`config.mk`:
```
export PLATFORM = sky130hd
export DESIGN_NAME = fetch_hazard_ctrl
export DESIGN_NICKNAME = d
export VERILOG_FILES = /design/src/rtl/fetch_hazard_ctrl.sv
export SDC_FILE = /design/constraint.sdc
export NUM_CORES = 1
export LEC_CHECK = 0
export CORE_UTILIZATION = 60
export CTS_BUF_LIST = sky130_fd_sc_hd__clkbuf_16
export DETAILED_ROUTE_END_ITERATION = 6
export DONT_BUFFER_PORTS = 1
export PLACE_DENSITY = 0.76
export SLEW_MARGIN = 40
export SYNTH_ARGS = -nofsm -noshare
export SYNTH_HDL_FRONTEND = slang
export SYNTH_SLANG_ARGS = --single-unit
```
`constraint.sdc`:
```
create_clock -name clk -period 1.97 [get_ports clk]
set_input_delay 0.394 -clock clk [delete_from_list [all_inputs] [get_ports clk]]
set_output_delay 0.394 -clock clk [all_outputs]
set_load 0.02 [all_outputs]
```
`src/rtl/fetch_hazard_ctrl.sv`:
```
// Fetch-stage hazard controller: sequences redirects, decompress retries and end-of-run drain,
// driving PC hold/redirect and IF/ID, ID/EX flushes. All outputs are registered.
module fetch_hazard_ctrl #(
    parameter int unsigned FLUSH_CYCLES = 2,
    parameter int unsigned DRAIN_CYCLES = 3,
    parameter int unsigned MAX_RETRY    = 4
) (
    input  logic        clk,
    input  logic        rstn,
    input  logic        run_flag,
    input  logic        branch_mispredict,
    input  logic [31:0] branch_target,
    input  logic        decompress_failed,
    input  logic        run_finished_next,
    output logic        pc_hold,
    output logic        redirect_valid,
    output logic [31:0] redirect_pc,
    output logic        if_id_flush,
    output logic        id_ex_flush,
    output logic        run_done,
    output logic        error,
    output logic [7:0]  flush_count
);

    typedef enum logic [2:0] {
        StIdle,
        StRun,
        StFlush,
        StRetry,
        StDrain,
        StDone
    } state_e;

    localparam logic [3:0] FlushInit = 4'(FLUSH_CYCLES - 1);
    localparam logic [3:0] DrainInit = 4'(DRAIN_CYCLES - 1);
    localparam logic [4:0] MaxRetry  = 5'(MAX_RETRY);

    state_e      state_q, state_d;
    logic [3:0]  cnt_q, cnt_d;
    logic [3:0]  retry_q, retry_d;
    logic [4:0]  retry_inc;
    logic        redirect;

    logic        pc_hold_q, pc_hold_d;
    logic        redirect_valid_q, redirect_valid_d;
    logic [31:0] redirect_pc_q, redirect_pc_d;
    logic        if_id_flush_q, if_id_flush_d;
    logic        id_ex_flush_q, id_ex_flush_d;
    logic        run_done_q, run_done_d;
    logic        error_q, error_d;
    logic [7:0]  flush_count_q, flush_count_d;

    assign retry_inc = {1'b0, retry_q} + 5'd1;

    always_comb begin
        state_d       = state_q;
        cnt_d         = cnt_q;
        retry_d       = retry_q;
        redirect      = 1'b0;
        error_d       = error_q;
        redirect_pc_d = redirect_pc_q;
        flush_count_d = flush_count_q;

        unique case (state_q)
            StIdle: begin
                if (run_flag) begin
                    state_d = StRun;
                end
            end
            StRun: begin
                if (!decompress_failed) begin
                    retry_d = '0;
                end
                if (branch_mispredict) begin
                    redirect = 1'b1;
                end else if (decompress_failed) begin
                    retry_d = retry_inc[3:0];
                    if (retry_inc >= MaxRetry) begin
                        state_d = StDone;
                        error_d = 1'b1;
                    end else begin
                        state_d = StRetry;
                    end
                end else if (run_finished_next) begin
                    state_d = StDrain;
                    cnt_d   = DrainInit;
                end
            end
            StFlush: begin
                if (branch_mispredict) begin
                    redirect = 1'b1;
                end else if (cnt_q == '0) begin
                    state_d = StRun;
                end else begin
                    cnt_d = cnt_q - 4'd1;
                end
            end
            StRetry: begin
                if (branch_mispredict) begin
                    redirect = 1'b1;
                end else begin
                    state_d = StRun;
                end
            end
            StDrain: begin
                if (branch_mispredict) begin
                    redirect = 1'b1;
                end else if (cnt_q == '0) begin
                    state_d = StDone;
                end else begin
                    cnt_d = cnt_q - 4'd1;
                end
            end
            StDone: begin
                if (!run_flag) begin
                    state_d = StIdle;
                    retry_d = '0;
                end
            end
            default: begin
                state_d = StIdle;
            end
        endcase

        // A redirect from any active state restarts the flush window with the new target.
        if (redirect) begin
            state_d       = StFlush;
            cnt_d         = FlushInit;
            redirect_pc_d = branch_target;
            if (flush_count_q != 8'hFF) begin
                flush_count_d = flush_count_q + 8'd1;
            end
        end
    end

    // Output registers are loaded from the next state so they line up with it.
    always_comb begin
        pc_hold_d        = (state_d == StIdle) || (state_d == StRetry) ||
                           (state_d == StDrain) || (state_d == StDone);
        redirect_valid_d = redirect;
        if_id_flush_d    = (state_d == StFlush) || (state_d == StRetry);
        id_ex_flush_d    = (state_d == StFlush);
        run_done_d       = (state_d == StDone);
    end

    always_ff @(posedge clk) begin
        if (!rstn) begin
            state_q          <= StIdle;
            cnt_q            <= '0;
            retry_q          <= '0;
            pc_hold_q        <= 1'b1;
            redirect_valid_q <= 1'b0;
            redirect_pc_q    <= '0;
            if_id_flush_q    <= 1'b0;
            id_ex_flush_q    <= 1'b0;
            run_done_q       <= 1'b0;
            error_q          <= 1'b0;
            flush_count_q    <= '0;
        end else begin
            state_q          <= state_d;
            cnt_q            <= cnt_d;
            retry_q          <= retry_d;
            pc_hold_q        <= pc_hold_d;
            redirect_valid_q <= redirect_valid_d;
            redirect_pc_q    <= redirect_pc_d;
            if_id_flush_q    <= if_id_flush_d;
            id_ex_flush_q    <= id_ex_flush_d;
            run_done_q       <= run_done_d;
            error_q          <= error_d;
            flush_count_q    <= flush_count_d;
        end
    end

    assign pc_hold        = pc_hold_q;
    assign redirect_valid = redirect_valid_q;
    assign redirect_pc    = redirect_pc_q;
    assign if_id_flush    = if_id_flush_q;
    assign id_ex_flush    = id_ex_flush_q;
    assign run_done       = run_done_q;
    assign error          = error_q;
    assign flush_count    = flush_count_q;

endmodule

```
==> out/metrics.csv, run 1 <==
metric;value;unit
GRT Resource Usage Total;25.69;%
n_diodes;0;
post-synthesis register bit count;57;
Hold Startpoint;rstn;
required time of the critical path;2.21;ns
DR WL/cell;15.23;microns
Gate Count Post-Synth;293;
Via-to-Cell Ratio;5.951;
Synth Flop Type;dfxtp_1;
fin area;2796;sq um
vias in the first global route;1890;
CP Launch Type;register;
R2R setup slack;0.16;ns
Rel. slew slack;57.52;%
routed wire length;5299;microns
pin count of the biggest net entering global routing;35;
Worst-path clk slew;0.05;ns
Peak supply drop;718.2;uV
largest family of logic cells by synthesized area;simple AND/OR/NAND/NOR gates;
Ports;84;
hold depth;1;
Placed Area;2517;sq um
PostCTS Resize Cnt;0;
critical path endpoint category;register;
initial DRC count;75;
Hold Path Class;in -> reg;
Adder-Cell Fraction of Synth Area;2.034;%
Fmax;0.5511;GHz
CTS Buffer Depth;2;
number of iterations in the first detailed-routing pass;4;
max cap viols;0;
Final Power;3.285;mW
RSZ-0062 raised after global routing;false;
IO buf count;0;
DPL Wire Length;3486;microns
WP data arrival;2.05;ns
FF+latch area;1142;sq um
simple-gate share of the synthesized area;22.57;%
root buf cell;clkbuf_16;
cell family with most CP delay;simple AND/OR/NAND/NOR gates;
Area Overhead vs Synth;13.62;%
CTS tree;yes;
Synthesis Warnings;0;
CP bufs+invs;1;
leakage;0.9854;nW
CTS Buf Count;9;
Max Slew Vio Count;0;
via count;2071;
postcts setup bufs;0;
top cells by area, synth;dfxtp_1, nand2_1, a21oi_1, buf_2, ha_1;
nets@finish;338;
Die X;66.05;microns
status;finished, final reports clean;
RR Endpoint;pc_hold;
Cell Count, Final, Fillers Out;348;
Fill cells;305;
critical path's slowest cell;nor3b_1;
H-tree level count;3;
Initial Util;64.79;%
area occupied by multi-input gates;1187;sq um
Synth Area in Compound Gates;22.52;%
die area;4362;sq um
CP cell instances;inv_1 > ha_1 > nor3b_1 > nor4_1 > o21a_1 > a41oi_2;
Worst-Skew Late Latency;0.31;ns
cts hold-fix bufs;0;
fraction of layout cells with a size suffix above 1;10.33;%
global-route wire length before repair;8500;microns
Tmin final;1.815;ns
FF-to-FF Start;cnt_q[0];
synth unique cells;52;
global route total overflow;0;
Hold WS;0.2096;ns
Worst Hold Path EP;state_q[1];
setup TNS;0;ns
Yosys top cell by area;dfxtp_1;
post-synthesis sequential area ratio;46.37;%
EDFF count, synth;0;
Largest stage delay, worst path;0.56;ns
# clock sinks;57;
worst-path maximum fanout;5;
most common cell after layout, fill and taps aside;nand2_1;
Post-Place Cells;333;
Rows;22;
Final Hold Fails;0;
FF-to-FF path depth;6;
antenna violations before repair;0;
chip height;66.05;microns
Power Dens Cells;1175;nW/um^2
mean post-synth cell area;8.400;sq um
final setup fails;0;
Post-Synthesis Cell Area;2461;sq um
Post-Synth XOR/XNOR Area;0.7117;%
post-synthesis mux area share;0.4067;%
ys async rst share;0;%
most frequent cells in the layout;nand2_1, dfxtp_1, a21oi_1;
Antenna Nets Post-Route;0;
# DRC;0;
GPL Wtd Cong;0.8203;
WS Path Type;reg -> reg;
Worst Skew;0.004755;ns
Tightest Pin Transition;0.6358;ns
fin crit share;92.11;%
Yosys top cell area share;46.37;%
Synth Net Count;335;
CORE AREA;3799;sq um
## worst reg2reg max path, delay by kind of cell (launching register included)
family | cells | cell delay, ns
AO/OA/AOI/OAI | 2 | 0.38
adder cells (fa/ha/maj) | 1 | 0.21
buffers and inverters | 1 | 0.07
flip-flops | 1 | 0.33
AND/OR/NAND/NOR | 2 | 0.75
## report_power, final
part           internal, mW  switching (mW)  leakage [nW]
clock                 0.950           0.480         0.139
combinational         0.173           0.255         0.383
sequential             1.25           0.176         0.464
## cells by family after synthesis
kind of cell,count (synthesis)
AND/OR/NAND/NOR,114
adder cells (fa/ha/maj),4
flip-flops,57
XOR/XNOR,2
multiplexers,1
AO/OA/AOI/OAI,86
buffers and inverters,29
## Yosys cell counts, types with 2 or more instances
master	n
o311ai_0	2
clkbuf_1	6
o31a_1	2
nand2_1	71
dfxtp_1	57
nand3_1	5
inv_1	10
o41ai_1	3
o21ai_2	2
and2_1	2
nor3_1	5
a211o_1	2
o2111ai_1	2
and3_1	2
o21ai_0	7
or3_1	5
buf_2	10
a21oi_1	45
a211oi_1	3
nor2_1	8
ha_1	4
nor4b_1	2
or4_1	2
o22ai_1	2
a22oi_1	2
o21a_1	3
nand3b_1	3
nor3b_1	2
## layout make-up
type                            count  share of cell area (%)
Clock buffer                        9                   8.054
Clock inverter                      6                   1.879
Inverter                           11                   1.477
Multi-Input combinational cell    207                   42.46
Sequential cell                    57                   40.85
Tap cell                           48                   2.148
Timing Repair Buffer               10                   3.132
## sequential cells by signal, summed over array words and instances, names as in the netlist
| signal | count |
|---|---|
| cnt_q | 4 |
| error | 1 |
| flush_count | 8 |
| id_ex_flush | 1 |
| if_id_flush | 1 |
| pc_hold | 1 |
| redirect_pc | 32 |
| redirect_valid | 1 |
| retry_q | 4 |
| run_done | 1 |
| state_q | 3 |
## through the flow
step | worst slack (ns) | utilization, %
2_1_floorplan | 0.3327 | -
3_3_place_gp | 0.2142 | 66.27
3_5_place_dp | 0.1501 | 66.27
4_1_cts | 0.1160 | 73.58
5_1_grt | 0.03788 | 73.62
6_report | 0.1555 | 73.62
## per-layer routing
layer	vias up	global-route usage, %	wire length [microns]
met3	5	7.931	347
li1	1039	-	-
met2	63	42.47	2576
met1	964	30.04	2305
met5	-	0	0
met4	0	12.23	69
## how the worst max path moves through the flow
stage / cells past startpoint / end / slack (ns) / from
2_1_floorplan: 6 / cnt_q[1] / 0.33 / cnt_q[0]
3_3_place_gp: 5 / flush_count[0] / 0.21 / state_q[2]
3_5_place_dp: 5 / flush_count[0] / 0.15 / state_q[2]
4_1_cts: 5 / flush_count[0] / 0.12 / state_q[2]
5_1_grt: 6 / cnt_q[3] / 0.04 / cnt_q[0]
6_report: 6 / pc_hold / 0.16 / cnt_q[0]
Power figures use the tool's default switching activity.
==> run 2: changes to the inputs <==
Settings changed: PLACE_DENSITY 0.76 to 0.77, REMOVE_ABC_BUFFERS from default to 1.
==> out/metrics.csv, run 2 (synthesized netlist as in run 1, its figures left out) <==
metric;value;unit;change
via count;2069;;-0.097%
Final Hold Fails;0;;unchanged
global route total overflow;0;;unchanged
n_diodes;0;;unchanged
# clock sinks;57;;unchanged
Ports;84;;unchanged
Tmin final;1.778;ns;-0.03650 ns
DPL Wire Length;3647;microns;+4.6%
most frequent cells in the layout;nand2_1, dfxtp_1, a21oi_1;;
chip height;66.05;microns;unchanged
CP Launch Type;register;;
die area;4362;sq um;unchanged
H-tree level count;3;;unchanged
Die X;66.05;microns;unchanged
Fmax;0.5624;GHz;+2.1%
status;finished, final reports clean;;
CTS Buf Count;9;;unchanged
routed wire length;5322;microns;+0.43%
Via-to-Cell Ratio;5.895;;-0.95%
RSZ-0062 raised after global routing;false;;
most common cell after layout, fill and taps aside;nand2_1;;
cts hold-fix bufs;0;;unchanged
DR WL/cell;15.16;microns;-0.42%
Initial Util;64.79;%;unchanged
Worst-path clk slew;0.05;ns;about the same
CTS Buffer Depth;2;;unchanged
final setup fails;0;;unchanged
WP data arrival;2.03;ns;-0.02 ns
max cap viols;0;;unchanged
root buf cell;clkbuf_16;;
IO buf count;0;;unchanged
# DRC;0;;unchanged
Rel. slew slack;59.45;%;+1.9 points
fraction of layout cells with a size suffix above 1;11.55;%;+1.2 points
Area Overhead vs Synth;13.37;%;
Power Dens Cells;1140;nW/um^2;-3.0%
Rows;22;;unchanged
final core utilization;73.45;%;-0.16 points
pin count of the biggest net entering global routing;35;;unchanged
Antenna Nets Post-Route;0;;unchanged
leakage;0.9781;nW;-0.75%
Max Slew Vio Count;0;;unchanged
global-route wire length before repair;8480;microns;-0.24%
GPL Wtd Cong;0.8318;;+1.4%
CTS tree;yes;;
vias in the first global route;1922;;+1.7%
worst-path maximum fanout;5;;unchanged
GRT Resource Usage Total;26.17;%;+0.48 points
number of iterations in the first detailed-routing pass;4;;unchanged
CORE AREA;3799;sq um;unchanged
critical path endpoint category;register;;
antenna violations before repair;0;;unchanged
Hold Path Class;in -> reg;;
fin area;2790;sq um;-0.22%
Worst Skew;0.006319;ns;+0.001564 ns
Tightest Pin Transition;0.6070;ns;-0.02887 ns
WS Path Type;reg -> reg;;
fin crit share;90.26;%;-1.9 points
Fill cells;306;;+0.33%
Worst-Skew Late Latency;0.32;ns;about the same
max reg flops;32;;unchanged
nets@finish;340;;+0.59%
initial DRC count;115;;+53%
required time of the critical path;2.22;ns;about the same
Placed Area;2520;sq um;about the same
Peak supply drop;754.9;uV;+5.1%
## run 2: changes by cell type in the layout (fill, tap and decap cells not counted), sizes merged
cell	change
clkinv	+3
buf	+2
inv	-2
bufinv	-1
clkinvlp	+1
## run 2: worst paths after layout
path,startpoint,endpoint,slack [ns],cells after the start
max,cnt_q[0],cnt_q[1],0.19,6
min,rstn,state_q[1],0.20,1
max reg2reg,cnt_q[0],cnt_q[1],0.19,6
min reg2reg,cnt_q[1],cnt_q[1],0.50,2
## run 2: layer usage
metal  part of all wire (%)  vias to the layer above  track usage, %
met5                      0                        -               0
met1                     42                      961           29.96
met2                     49                       63           42.47
met3                    7.6                        9           10.00
li1                       -                     1036               -
met4                    1.5                        0           12.77
## run 2: report_power, final
group          switching, mW  leakage, nW  total [mW]  internal (mW)
clock                  0.499        0.126        1.33          0.830
sequential             0.169        0.463        1.42           1.25
combinational          0.264        0.389       0.432          0.168
total                  0.932        0.978        3.18           2.25
## run 2: area by class of cell
| type | count | area, sq um | share of cell area [%] |
|---|---|---|---|
| Multi-Input combinational cell | 207 | 1195 | 42.83 |
| Clock buffer | 9 | 225.2 | 8.072 |
| Sequential cell | 57 | 1141 | 40.90 |
| Clock inverter | 7 | 37.54 | 1.345 |
| Timing Repair Buffer | 12 | 90.09 | 3.229 |
| Inverter | 11 | 41.29 | 1.480 |
| Tap cell | 48 | 60.06 | 2.152 |
## run 2: critical path, stage by stage (launching register included)
cell     delay [ns]
dfxtp_1        0.38
inv_1          0.06
ha_1           0.24
nor3b_1        0.21
or3_1          0.41
a21oi_2        0.22
mux2i_1        0.19
## run 2: what timing repair did
action,CTS,global route
setup endpoints to repair,0,22
hold endpoints to repair,0,0
resized for setup,0,1
setup buffers,0,0
## run 2: metrics by stage
step | setup WS (ns) | power [mW] | instances | hold slack [ns] | TNS [ns]
6_report | 0.1920 | 3.181 | 351 | 0.2026 | 0
5_1_grt | 0.03706 | 3.320 | 351 | 0.2011 | 0
4_1_cts | 0.06418 | 3.197 | 351 | 0.1973 | 0
3_5_place_dp | 0.08215 | 1.865 | 335 | 0.4986 | 0
3_3_place_gp | 0.1564 | 1.856 | 335 | 0.4801 | 0
2_1_floorplan | -0.09542 | 1.735 | 275 | 0.4667 | -0.6564
